[src/rtl/reg_seqtrigger_pkg.sv]
// reg_seqtrigger shared definitions
// Register addresses, mode and FSM encodings, stage record.
package reg_seqtrigger_pkg;

   localparam logic [5:0] REG_CTRL_DEF   = 6'd54;
   localparam logic [5:0] REG_STAGE_DEF  = 6'd55;
   localparam logic [5:0] REG_STATUS_DEF = 6'd56;

   typedef enum logic [1:0] {
      MODE_RISE  = 2'b00,
      MODE_FALL  = 2'b01,
      MODE_BOTH  = 2'b10,
      MODE_LEVEL = 2'b11
   } mode_e;

   typedef enum logic [1:0] {
      ST_IDLE = 2'd0,
      ST_WAIT = 2'd1,
      ST_FIRE = 2'd2,
      ST_DONE = 2'd3
   } state_e;

   typedef struct packed {
      logic [31:0] mask;
      mode_e       mode;
      logic        last;
      logic [15:0] tout;
   } stage_t;

   typedef struct packed {
      logic rearm;
      logic en;
   } ctrl_t;

   function automatic logic [31:0] low_ones(input int n);
      low_ones = (n >= 32) ? '1 : ((32'd1 << n) - 32'd1);
   endfunction

endpackage

[src/rtl/reg_seqtrigger_if.sv]
// reg_seqtrigger register bus
// Byte-wide register access plus length query.
interface reg_seqtrigger_if;
   import reg_seqtrigger_pkg::*;

   logic [5:0]  reg_address;
   logic [15:0] reg_bytecnt;
   logic [7:0]  reg_datai;
   logic [7:0]  reg_datao;
   logic [15:0] reg_size;
   logic        reg_read;
   logic        reg_write;
   logic        reg_addrvalid;
   logic [5:0]  reg_hypaddress;
   logic [15:0] reg_hyplen;
   logic        reg_stream;

   modport master (
      output reg_address, reg_bytecnt, reg_datai, reg_size,
      output reg_read, reg_write, reg_addrvalid, reg_hypaddress,
      input  reg_datao, reg_hyplen, reg_stream
   );

   modport slave (
      input  reg_address, reg_bytecnt, reg_datai, reg_size,
      input  reg_read, reg_write, reg_addrvalid, reg_hypaddress,
      output reg_datao, reg_hyplen, reg_stream
   );

endinterface

[src/rtl/reg_seqtrigger_sync.sv]
// trig_sync_edge: source synchroniser and edge detect
// Rise/fall are registered so they line up with the delayed level copy.
module trig_sync_edge
   import reg_seqtrigger_pkg::*;
#(
   parameter int NCH = 16
) (
   input  logic           clk,
   input  logic           reset_n,
   input  logic [NCH-1:0] src_i,
   output logic [NCH-1:0] rise_o,
   output logic [NCH-1:0] fall_o,
   output logic [NCH-1:0] level_o
);

   logic [NCH-1:0] sync1_q, sync1_d;
   logic [NCH-1:0] sync2_q, sync2_d;
   logic [NCH-1:0] dly_q, dly_d;
   logic [NCH-1:0] rise_q, rise_d;
   logic [NCH-1:0] fall_q, fall_d;

   // next values of the sync chain and edge vectors
   always_comb begin
      sync1_d = src_i;
      sync2_d = sync1_q;
      dly_d   = sync2_q;
      rise_d  = sync2_q & ~dly_q;
      fall_d  = ~sync2_q & dly_q;
   end

   // sync chain and edge registers
   always_ff @(posedge clk or negedge reset_n) begin
      if (!reset_n) begin
         sync1_q <= '0;
         sync2_q <= '0;
         dly_q   <= '0;
         rise_q  <= '0;
         fall_q  <= '0;
      end else begin
         sync1_q <= sync1_d;
         sync2_q <= sync2_d;
         dly_q   <= dly_d;
         rise_q  <= rise_d;
         fall_q  <= fall_d;
      end
   end

   assign rise_o  = rise_q;
   assign fall_o  = fall_q;
   assign level_o = dly_q;

endmodule

[src/rtl/reg_seqtrigger.sv]
// reg_seqtrigger: multi-stage sequenced trigger
// Register file, stage mux, timeout counter and sequencing FSM.
module reg_seqtrigger
   import reg_seqtrigger_pkg::*;
#(
   parameter int         NCH        = 16,
   parameter int         NSTAGE     = 4,
   parameter int         CNTW       = 16,
   parameter logic [5:0] REG_CTRL   = REG_CTRL_DEF,
   parameter logic [5:0] REG_STAGE  = REG_STAGE_DEF,
   parameter logic [5:0] REG_STATUS = REG_STATUS_DEF
) (
   input  logic             clk,
   input  logic             reset_n,
   reg_seqtrigger_if.slave  bus,
   input  logic [NCH-1:0]   sources_i,
   output logic             trig_out
);

   localparam int          SLEN    = 8 * NSTAGE;
   localparam logic [31:0] MASK_OK = low_ones(NCH);
   localparam logic [31:0] TOUT_32 = low_ones(CNTW);
   localparam logic [15:0] TOUT_OK = TOUT_32[15:0];

   logic [NCH-1:0] rise, fall, level;

   trig_sync_edge #(.NCH(NCH)) u_sync (
      .clk     (clk),
      .reset_n (reset_n),
      .src_i   (sources_i),
      .rise_o  (rise),
      .fall_o  (fall),
      .level_o (level)
   );

   ctrl_t            ctrl_q, ctrl_d;
   logic             clr;
   stage_t           stg_q [NSTAGE];
   stage_t           stg_d [NSTAGE];
   state_e           state_q, state_d;
   logic [2:0]       stage_q, stage_d;
   logic [CNTW-1:0]  tcnt_q, tcnt_d;
   logic             trig_q, trig_d;
   logic             fired_q, fired_d;
   logic             tmo_q, tmo_d;
   logic [15:0]      fcnt_q, fcnt_d;

   logic             wr_ctrl, wr_stg, rd_en;
   logic             stg_in;
   logic [2:0]       w_stage, w_fld;
   stage_t           cur, nxt, rd_s;
   logic [31:0]      rise_w, fall_w, lvl_w, cond;
   logic             match, at_end, tmo_en;
   logic [7:0]       status_b0;
   logic             unused_size;

   assign unused_size = ^bus.reg_size;
   assign stg_in  = bus.reg_bytecnt < 16'(SLEN);
   assign w_stage = bus.reg_bytecnt[5:3];
   assign w_fld   = bus.reg_bytecnt[2:0];
   assign rd_en   = bus.reg_read & bus.reg_addrvalid;
   assign wr_ctrl = bus.reg_write & bus.reg_addrvalid &
                    (bus.reg_address == REG_CTRL) &
                    (bus.reg_bytecnt == 16'd0);
   assign wr_stg  = bus.reg_write & bus.reg_addrvalid &
                    (bus.reg_address == REG_STAGE) &
                    stg_in & (state_q == ST_IDLE);

   // control register; clear is a one-shot strobe, never stored
   always_comb begin
      ctrl_d = ctrl_q;
      clr    = 1'b0;
      if (wr_ctrl) begin
         ctrl_d.en    = bus.reg_datai[0];
         ctrl_d.rearm = bus.reg_datai[1];
         clr          = bus.reg_datai[2];
      end
   end

   // stage table writes, unimplemented mask/timeout bits forced to 0
   always_comb begin
      for (int s = 0; s < NSTAGE; s++) begin
         stg_d[s] = stg_q[s];
         if (wr_stg && int'(w_stage) == s) begin
            case (w_fld)
               3'd0: stg_d[s].mask[7:0]   = bus.reg_datai;
               3'd1: stg_d[s].mask[15:8]  = bus.reg_datai;
               3'd2: stg_d[s].mask[23:16] = bus.reg_datai;
               3'd3: stg_d[s].mask[31:24] = bus.reg_datai;
               3'd4: begin
                  stg_d[s].mode = mode_e'(bus.reg_datai[1:0]);
                  stg_d[s].last = bus.reg_datai[7];
               end
               3'd5: stg_d[s].tout[7:0]  = bus.reg_datai;
               3'd6: stg_d[s].tout[15:8] = bus.reg_datai;
               default: ;
            endcase
         end
         stg_d[s].mask = stg_d[s].mask & MASK_OK;
         stg_d[s].tout = stg_d[s].tout & TOUT_OK;
      end
   end

   // stage mux: current, next and bus-addressed stage records
   always_comb begin
      cur  = '0;
      nxt  = '0;
      rd_s = '0;
      for (int s = 0; s < NSTAGE; s++) begin
         if (int'(stage_q) == s)     cur  = stg_q[s];
         if (int'(stage_q) + 1 == s) nxt  = stg_q[s];
         if (int'(w_stage) == s)     rd_s = stg_q[s];
      end
   end

   // per-stage match: OR over masked channels of the mode condition
   always_comb begin
      rise_w = '0;
      fall_w = '0;
      lvl_w  = '0;
      rise_w[NCH-1:0] = rise;
      fall_w[NCH-1:0] = fall;
      lvl_w[NCH-1:0]  = level;
      cond = '0;
      case (cur.mode)
         MODE_RISE:  cond = rise_w;
         MODE_FALL:  cond = fall_w;
         MODE_BOTH:  cond = rise_w | fall_w;
         MODE_LEVEL: cond = lvl_w;
         default:    cond = '0;
      endcase
      match  = |(cur.mask & cond);
      at_end = int'(stage_q) == NSTAGE - 1;
      tmo_en = (stage_q != 3'd0) && (cur.tout != 16'd0);
   end

   // sequencing FSM next state; a match beats timeout expiry
   always_comb begin
      state_d = state_q;
      stage_d = stage_q;
      tcnt_d  = tcnt_q;
      trig_d  = 1'b0;
      fired_d = fired_q;
      tmo_d   = tmo_q;
      fcnt_d  = fcnt_q;
      if (!ctrl_q.en) begin
         state_d = ST_IDLE;
         stage_d = 3'd0;
      end else begin
         unique case (state_q)
            ST_IDLE: begin
               state_d = ST_WAIT;
               stage_d = 3'd0;
            end
            ST_WAIT: begin
               if (match) begin
                  if (cur.last || at_end) begin
                     state_d = ST_FIRE;
                     trig_d  = 1'b1;
                     fired_d = 1'b1;
                     if (fcnt_q != 16'hFFFF)
                        fcnt_d = fcnt_q + 16'd1;
                  end else begin
                     stage_d = stage_q + 3'd1;
                     tcnt_d  = nxt.tout[CNTW-1:0];
                  end
               end else if (tmo_en) begin
                  if (tcnt_q <= CNTW'(2)) begin
                     stage_d = 3'd0;
                     tmo_d   = 1'b1;
                  end else begin
                     tcnt_d = tcnt_q - CNTW'(1);
                  end
               end
            end
            ST_FIRE: begin
               state_d = ctrl_q.rearm ? ST_WAIT : ST_DONE;
               stage_d = 3'd0;
            end
            ST_DONE: ;
         endcase
      end
      if (clr) begin
         fired_d = 1'b0;
         tmo_d   = 1'b0;
         fcnt_d  = 16'd0;
      end
   end

   // all state registers
   always_ff @(posedge clk or negedge reset_n) begin
      if (!reset_n) begin
         ctrl_q  <= '0;
         for (int s = 0; s < NSTAGE; s++) stg_q[s] <= '0;
         state_q <= ST_IDLE;
         stage_q <= 3'd0;
         tcnt_q  <= '0;
         trig_q  <= 1'b0;
         fired_q <= 1'b0;
         tmo_q   <= 1'b0;
         fcnt_q  <= 16'd0;
      end else begin
         ctrl_q  <= ctrl_d;
         for (int s = 0; s < NSTAGE; s++) stg_q[s] <= stg_d[s];
         state_q <= state_d;
         stage_q <= stage_d;
         tcnt_q  <= tcnt_d;
         trig_q  <= trig_d;
         fired_q <= fired_d;
         tmo_q   <= tmo_d;
         fcnt_q  <= fcnt_d;
      end
   end

   assign trig_out  = trig_q;
   assign status_b0 = {fired_q, tmo_q, state_q, 1'b0, stage_q};

   // combinational read mux
   always_comb begin
      bus.reg_datao = 8'd0;
      if (rd_en) begin
         if (bus.reg_address == REG_CTRL) begin
            if (bus.reg_bytecnt == 16'd0)
               bus.reg_datao = {6'd0, ctrl_q.rearm, ctrl_q.en};
         end else if (bus.reg_address == REG_STAGE) begin
            if (stg_in) begin
               case (w_fld)
                  3'd0: bus.reg_datao = rd_s.mask[7:0];
                  3'd1: bus.reg_datao = rd_s.mask[15:8];
                  3'd2: bus.reg_datao = rd_s.mask[23:16];
                  3'd3: bus.reg_datao = rd_s.mask[31:24];
                  3'd4: bus.reg_datao = {rd_s.last, 5'd0, rd_s.mode};
                  3'd5: bus.reg_datao = rd_s.tout[7:0];
                  3'd6: bus.reg_datao = rd_s.tout[15:8];
                  default: bus.reg_datao = 8'd0;
               endcase
            end
         end else if (bus.reg_address == REG_STATUS) begin
            case (bus.reg_bytecnt)
               16'd0:   bus.reg_datao = status_b0;
               16'd1:   bus.reg_datao = fcnt_q[7:0];
               16'd2:   bus.reg_datao = fcnt_q[15:8];
               default: bus.reg_datao = 8'd0;
            endcase
         end
      end
   end

   // register length query
   always_comb begin
      bus.reg_hyplen = 16'd0;
      if (bus.reg_hypaddress == REG_CTRL)
         bus.reg_hyplen = 16'd1;
      else if (bus.reg_hypaddress == REG_STAGE)
         bus.reg_hyplen = 16'(SLEN);
      else if (bus.reg_hypaddress == REG_STATUS)
         bus.reg_hyplen = 16'd4;
   end

   assign bus.reg_stream = 1'b0;

endmodule

[src/flat_wrapper.sv]
// flat-port wrapper written by rule: the top's interface ports become plain ports
module reg_seqtrigger_flat import reg_seqtrigger_pkg::*;
#(
   parameter int         NCH        = 16,
   parameter int         NSTAGE     = 4,
   parameter int         CNTW       = 16,
   parameter logic [5:0] REG_CTRL   = REG_CTRL_DEF,
   parameter logic [5:0] REG_STAGE  = REG_STAGE_DEF,
   parameter logic [5:0] REG_STATUS = REG_STATUS_DEF
)
  (clk, reset_n, sources_i, trig_out, bus_reg_address, bus_reg_bytecnt, bus_reg_datai, bus_reg_size, bus_reg_read, bus_reg_write, bus_reg_addrvalid, bus_reg_hypaddress, bus_reg_datao, bus_reg_hyplen, bus_reg_stream);
  reg_seqtrigger_if bus_i ();
  input  logic clk;
  input  logic reset_n;
  input  logic [NCH-1:0] sources_i;
  output logic trig_out;
  input wire logic [$bits(bus_i.reg_address)-1:0] bus_reg_address;
  input wire logic [$bits(bus_i.reg_bytecnt)-1:0] bus_reg_bytecnt;
  input wire logic [$bits(bus_i.reg_datai)-1:0] bus_reg_datai;
  input wire logic [$bits(bus_i.reg_size)-1:0] bus_reg_size;
  input wire logic [$bits(bus_i.reg_read)-1:0] bus_reg_read;
  input wire logic [$bits(bus_i.reg_write)-1:0] bus_reg_write;
  input wire logic [$bits(bus_i.reg_addrvalid)-1:0] bus_reg_addrvalid;
  input wire logic [$bits(bus_i.reg_hypaddress)-1:0] bus_reg_hypaddress;
  output wire logic [$bits(bus_i.reg_datao)-1:0] bus_reg_datao;
  output wire logic [$bits(bus_i.reg_hyplen)-1:0] bus_reg_hyplen;
  output wire logic [$bits(bus_i.reg_stream)-1:0] bus_reg_stream;
  assign bus_i.reg_address = bus_reg_address;
  assign bus_i.reg_bytecnt = bus_reg_bytecnt;
  assign bus_i.reg_datai = bus_reg_datai;
  assign bus_i.reg_size = bus_reg_size;
  assign bus_i.reg_read = bus_reg_read;
  assign bus_i.reg_write = bus_reg_write;
  assign bus_i.reg_addrvalid = bus_reg_addrvalid;
  assign bus_i.reg_hypaddress = bus_reg_hypaddress;
  assign bus_reg_datao = bus_i.reg_datao;
  assign bus_reg_hyplen = bus_i.reg_hyplen;
  assign bus_reg_stream = bus_i.reg_stream;
  reg_seqtrigger #(.NCH(NCH), .NSTAGE(NSTAGE), .CNTW(CNTW), .REG_CTRL(REG_CTRL), .REG_STAGE(REG_STAGE), .REG_STATUS(REG_STATUS)) u_core (.clk(clk), .reset_n(reset_n), .bus(bus_i), .sources_i(sources_i), .trig_out(trig_out));
endmodule
[config.mk]
export PLATFORM = sky130hd
export DESIGN_NAME = reg_seqtrigger_flat
export DESIGN_NICKNAME = d
export VERILOG_FILES = /design/src/rtl/reg_seqtrigger_pkg.sv /design/src/rtl/reg_seqtrigger_if.sv /design/src/rtl/reg_seqtrigger_sync.sv /design/src/rtl/reg_seqtrigger.sv /design/src/flat_wrapper.sv
export SDC_FILE = /design/constraint.sdc
export NUM_CORES = 1
export LEC_CHECK = 0
export CAP_MARGIN = 20
export CELL_PAD_IN_SITES_DETAIL_PLACEMENT = 0
export CELL_PAD_IN_SITES_GLOBAL_PLACEMENT = 2
export CORE_MARGIN = 4
export CORE_UTILIZATION = 39
export CTS_CLUSTER_SIZE = 8
export DETAILED_ROUTE_END_ITERATION = 12
export PLACE_DENSITY = 0.89
export REMOVE_ABC_BUFFERS = 1
export SYNTH_ARGS = -nofsm -noshare
export SYNTH_HDL_FRONTEND = slang
export SYNTH_SLANG_ARGS = --single-unit
[constraint.sdc]
create_clock -name clk -period 4.81 [get_ports clk]
set_input_delay 0.7215 -clock clk [delete_from_list [all_inputs] [get_ports clk]]
set_output_delay 0.7215 -clock clk [all_outputs]
set_load 0.1 [all_outputs]
# Word-level counts from Yosys, hierarchy flattened
# Index checks and enable logic that the tools add are counted.
dict set report totals {
  ff_bits 262
  out_inout_bits 26
  elab_cells 208
}
dict set report classes {
  add_sub_neg 4
  order_cmp 2
  n_eq_ne 39
  n_mux 61
  bitwise_logic 13
  reduce_logical 51
}
# op n
set op_table {}
lappend op_table {{two-way mux 35 bit} 8}
lappend op_table {{two-way mux 16 bit} 16}
lappend op_table {{one-hot mux 32 bit (4 select lines)} 1}
lappend op_table {{equality test 32 x 3 -> 1 bit (second input constant)} 2}
lappend op_table {{one-hot mux 8 bit (7 select lines)} 1}
lappend op_table {{two-way mux 8 bit} 5}
lappend op_table {{AND reduction 2 bit} 20}
lappend op_table {{equality test 6 bit (second input constant)} 6}
lappend op_table {{bitwise AND 16 bit} 2}
lappend op_table {{bitwise AND 16 x 32 -> 32 bit} 1}
lappend op_table {{equality test 32 x 2 -> 1 bit (second input constant)} 1}
lappend op_table {{logical NOT 32 bit} 1}
lappend op_table {{NOT 16 bit} 2}
lappend op_table {{OR reduction 32 bit} 1}
lappend op_table {{one-hot mux 8 bit (3 select lines)} 1}
lappend op_table {{equality test 3 bit (second input constant)} 7}
lappend op_table {{two-way mux 3 bit} 6}
lappend op_table {{adder 16 x 1 -> 16 bit (second input constant)} 1}
lappend op_table {{equality test 16 x 1 -> 1 bit (second input constant)} 1}
lappend op_table {{equality test 16 x 2 -> 1 bit (second input constant)} 1}
lappend op_table {{<= comparator 16 x 2 -> 1 bit (second input constant)} 1}
lappend op_table {{logical NOT 16 bit} 1}
lappend op_table {{less-than comparator 16 x 6 -> 1 bit (second input constant)} 1}
lappend op_table {{two-way mux 1 bit} 16}
lappend op_table {{28 further kinds} 67}

# Logic depth before layout (Yosys ltp)
dict set report logic_depth {
  ltp_word 13
  ltp_mapped 19
}

# Hierarchy
# From an unflattened synthesis, not the netlist that was laid out.
dict set report unflattened {
  cells_unflattened 1239
  area_unflattened_um2 13588.0
}
# mod n_inst cells_each area_per_inst_um2
set modules_own_cells {}
lappend modules_own_cells {reg_seqtrigger 1 1127 11305.8}
lappend modules_own_cells {trig_sync_edge 1 112 2282.2}

# Least setup slack after synthesis
# Ideal clock, no wire load.
dict set report synth_path {
  path_type {input port to output port}
  from {input port bus_reg_hypaddress[4]}
  to {output port bus_reg_hyplen[5]}
  t_arrival_ns 3.923
  t_required_ns 4.089
  path_slack_ns 0.165
  path_stages 2
  path_cell_list {nand2_1 > nor4b_1}
}
dict set report synth_between {
  elab_chain_cells 3
  word_cells_on_any_way 4
  cone_classes {eq/ne (2); mux (2)}
}
# element line_no
set synth_rtl {}
lappend synth_rtl {{start, declared} flat_wrapper.sv:24} ;# input wire logic [$bits(bus_i.reg_hypaddress)-1:0] bus_reg_hypaddress;
lappend synth_rtl {{equality test 6 bit} reg_seqtrigger.sv:254} ;# else if (bus.reg_hypaddress == REG_STAGE)
lappend synth_rtl {{two-way mux 16 bit} reg_seqtrigger.sv:254}
lappend synth_rtl {{two-way mux 16 bit (*)} reg_seqtrigger.sv:252} ;# if (bus.reg_hypaddress == REG_CTRL)
lappend synth_rtl {{end, declared} flat_wrapper.sv:26} ;# output wire logic [$bits(bus_i.reg_hyplen)-1:0] bus_reg_hyplen;
# Every way passes the cells marked *; elsewhere a longest branch is shown, timed or not.

# Worst setup path in the final report
dict set report layout_path {
  from {register u_core.stage_q[0]}
  to {register u_core.tcnt_q[6]}
}
dict set report layout_between {
  elab_chain_cells 11
  word_cells_on_any_way 34
  cone_classes {add/sub (1); eq/ne (11); mux (11); bitwise (1); reduce/logical (10)}
}
# element line_no
set layout_rtl {}
lappend layout_rtl {{start, declared} reg_seqtrigger.sv:41} ;# logic [2:0] stage_q, stage_d;
lappend layout_rtl {{start signal, assigned} reg_seqtrigger.sv:206} ;# stage_q <= stage_d;
lappend layout_rtl {{logical NOT 3 bit} reg_seqtrigger.sv:110} ;# if (int'(stage_q) == s) cur = stg_q[s];
lappend layout_rtl {{two-way mux 35 bit (4 in series)} reg_seqtrigger.sv:110}
lappend layout_rtl {{equality test 2 bit, or another cell as far along} reg_seqtrigger.sv:125} ;# case (cur.mode)
lappend layout_rtl {{one-hot mux 32 bit (4 select lines)} reg_seqtrigger.sv:125}
lappend layout_rtl {{bitwise AND 16 x 32 -> 32 bit} reg_seqtrigger.sv:132} ;# match = |(cur.mask & cond);
lappend layout_rtl {{OR reduction 32 bit} reg_seqtrigger.sv:132}
lappend layout_rtl {{inequality test 2 bit (no source line), or another cell as far along} --}
lappend layout_rtl {{AND reduction 5 bit (no source line)} --}
lappend layout_rtl {{end signal, assigned} reg_seqtrigger.sv:207} ;# tcnt_q <= tcnt_d;
lappend layout_rtl {{end, declared} reg_seqtrigger.sv:42} ;# logic [CNTW-1:0] tcnt_q, tcnt_d;
# Several ways; a longest one is shown, not always the timed one. The select of a mux whose other input is x is not followed.
# A chain may end at the register's enable or synchronous reset.

==> flow_metrics.tcl <==
set metrics [dict create \
    status "finished, final reports clean" \
    end_kind "flop" \
    slew_viol_final 0 \
    synthArstFlopShare_pct 100 \
    gp_congestion 0.947 \
    dp_slack_ps 238 \
    avgSynthCellArea_um2 10.5 \
    nNetsFinal 1437 \
    nFillCells 3066 \
    period_share_pct 91.8 \
    post-dp-hpwl_mm 29.0 \
    wirelength_mm 41.0 \
    crit_path_start_kind "flop" \
    crit_type "flop to flop" \
    setup_ws_ps 396 \
    grt_pass1_wl_mm 62.9 \
    synth.distinct_cells 76 \
    synth_edf_count 0 \
    cts-root-buf "clkbuf_16" \
    synth-seq-area-share_pct 49.2 \
    initial_utilization_pct 39.6 \
    drive_above_1_share_pct 20.8 \
    relSlewSlack_pct 23.8 \
    wl_per_cell_um 22.8 \
    ant_nets 0 \
    post_cts_buffers 0 \
    synthFlopType "dfrtp_1" \
    clock.fmax_ghz 0.227 \
    syn-cell-area_mm2 0.0133 \
    cts_tree "built" \
    cts_resized 0 \
    drtIter0Drc 1040 \
    num_vias 10675 \
    rsz0062_at_grt "false" \
    cts_buffers 38 \
    final_cell_mix "dfrtp_1, mux2_2, nand2_1" \
    powerDensity_mw_per_mm2 310 \
    path_buf_inv 2 \
    clock_skew_ps 16.2 \
    hold_class "input port to async pin" \
    grt_start_max_net_pins 119 \
    insertion_delay_ps 530 \
    coreArea_mm2 0.0336 \
    overflow 0 \
    die_h_um 193 \
    hold_buffers 0 \
    leakage_nw 6.88 \
    setup_viol 0 \
    antenna_found_initial 0 \
    cts_max_path_buffers 3 \
    max_stage_delay_ps 630 \
    drc 0 \
    path_clk_slew_ps 50 \
    first_pass_iters 6 \
    dieWidth_um 193 \
    cp_slowest_cell "or4b_4" \
    path_cells "ha_1, ha_1, buf_4, nor2_1, nand3_1, o211a_1, or2_4, a222oi_1, o2111ai_1, or4b_4, or2_2, buf_4, nor4_1, a221o_1" \
    viasPerCell 5.92 \
    syn_to_final_growth_pct 18.3 \
    die-area_mm2 0.0372 \
    cts_sinks 262 \
    synth_warnings 0 \
    ir_drop_uv 314 \
    synthCells 1265 \
    fin_area_mm2 0.0158 \
    port_buffers 68 \
    ys_ff_latch 262 \
    antenna-diode-count 0 \
    max-cap-violations 0 \
    tightest_slew_ps 1140 \
    cp_top_family "simple AND/OR/NAND/NOR gates" \
    required_ps 5280 \
    layout_min_cycle_time_ps 4410 \
    grt_pass1_vias 10609 \
    final_hold_viol_count 0 \
    crit_arrival_ps 4880 \
    critPathMaxFanout 14 \
    h-tree-depth 2 \
    grt_use_total_pct 22.0 \
    final_common_cell "dfrtp_1" \
    num_rows 67 \
    dpl_cell_area_mm2 0.0147 \
    top_level_ports 99 \
]
## cell type report
type                            count  area (µm²)  share of cell area, %
Clock buffer                       40         958                   6.08
Clock inverter                      3        58.8                  0.373
Inverter                           27         101                  0.643
Multi-Input combinational cell    900        6300                   40.0
Sequential cell                   262        6560                   41.6
Tap cell                          448         561                   3.56
Timing Repair Buffer              122        1230                   7.79
## through the flow
| stage | hold slack (ps) | setup TNS, ps | std cells | total power (W) | utilization [%] |
|---|---|---|---|---|---|
| 6_report | 308 | 0 | 1802 | 0.00488 | 46.9 |
| 5_1_grt | 348 | 0 | 1802 | 0.00506 | 46.9 |
| 4_1_cts | 346 | 0 | 1802 | 0.00494 | 46.9 |
| 3_5_place_dp | 336 | 0 | 1759 | 0.00257 | 43.9 |
| 3_3_place_gp | 335 | 0 | 1758 | 0.00256 | 43.8 |
| 2_1_floorplan | 331 | -3110 | 1189 | 0.00239 | - |
## logic make-up after synthesis
| group | share of synthesized area, % |
|---|---|
| other | 0.0281 |
| buffers and inverters | 3.97 |
| AOI/OAI and AO/OA | 15.9 |
| DFF | 49.2 |
| muxes | 14.6 |
| and+or+nand+nor | 14.6 |
| xor gates and xnor gates | 0.394 |
| adders and majority gates | 1.22 |
## cells in the mapped netlist (7+ instances only)
master	count	share of area [%]
or3_1	10	0.47
clkbuf_1	55	1.5
nand4_1	7	0.33
a22oi_1	58	3.3
nand2_1	119	3.4
buf_1	8	0.23
a22o_1	10	0.66
nand2b_1	9	0.42
nor4_1	22	1.0
a21oi_1	58	2.2
a222oi_1	20	1.5
ha_1	13	1.2
mux2_2	155	13
inv_1	27	0.76
buf_4	17	0.96
nor2_1	66	1.9
o21ai_0	64	2.4
o22ai_1	14	0.66
nor3_1	29	1.1
and3_1	11	0.52
o211ai_1	16	0.90
nand3_1	34	1.3
dfrtp_1	262	49
nor2b_1	40	1.9
mux2i_1	16	1.2
a221oi_1	9	0.59
## flip-flops by register name, summed over array words and instances, names as in the netlist, 2 cells and up
name	flops
u_core.stage_q	3
u_core.stg_q	140
u_core.u_sync.dly_d	16
u_core.u_sync.rise_o	16
u_core.u_sync.sync1_q	16
u_core.u_sync.level_o	16
u_core.u_sync.fall_o	16
u_core.tcnt_q	16
u_core.fcnt_q	16
u_core.ctrl_q	2
u_core.state_q	2
## where the power goes
group | switching, W | total, W | internal (W)
clock | 0.000944 | 0.00235 | 0.00141
sequential | 0.0000159 | 0.00226 | 0.00224
combinational | 0.000190 | 0.000271 | 0.0000810
## layer usage
metal  wire length (µm)  vias to the layer above  GRT usage [%]  part of all wire (%)
li1                   -                     4826              -                     -
met1              17600                     5382           29.9                    43
met2              19500                      370           35.4                    47
met3               2220                       97           3.29                   5.4
met4               1770                        0           8.56                   4.3
met5                  0                        -              0                     0
## final timing paths
check / from / end / slack, ps / cells after the start
hold reg to reg: u_core.u_sync.sync1_q[15] / u_core.u_sync.dly_d[15] / 340 / 0
setup reg to reg: u_core.stage_q[0] / u_core.tcnt_q[6] / 400 / 14
setup / recovery: u_core.stage_q[0] / u_core.tcnt_q[6] / 400 / 14
hold / removal: reset_n / u_core.stg_q[108] / 310 / 1
min in group clk: u_core.u_sync.sync1_q[15] / u_core.u_sync.dly_d[15] / 340 / 0
max in group asynchronous: reset_n / u_core.u_sync.level_o[13] / 3400 / 2
## worst register-to-register path, stage by stage (launching register included)
cell	delay [ps]
dfrtp_1	440
ha_1	250
ha_1	340
buf_4	250
nor2_1	140
nand3_1	160
o211a_1	220
or2_4	310
a222oi_1	360
o2111ai_1	180
or4b_4	630
or2_2	450
buf_4	220
nor4_1	260
a221o_1	140
Power figures use the tool's default switching activity.
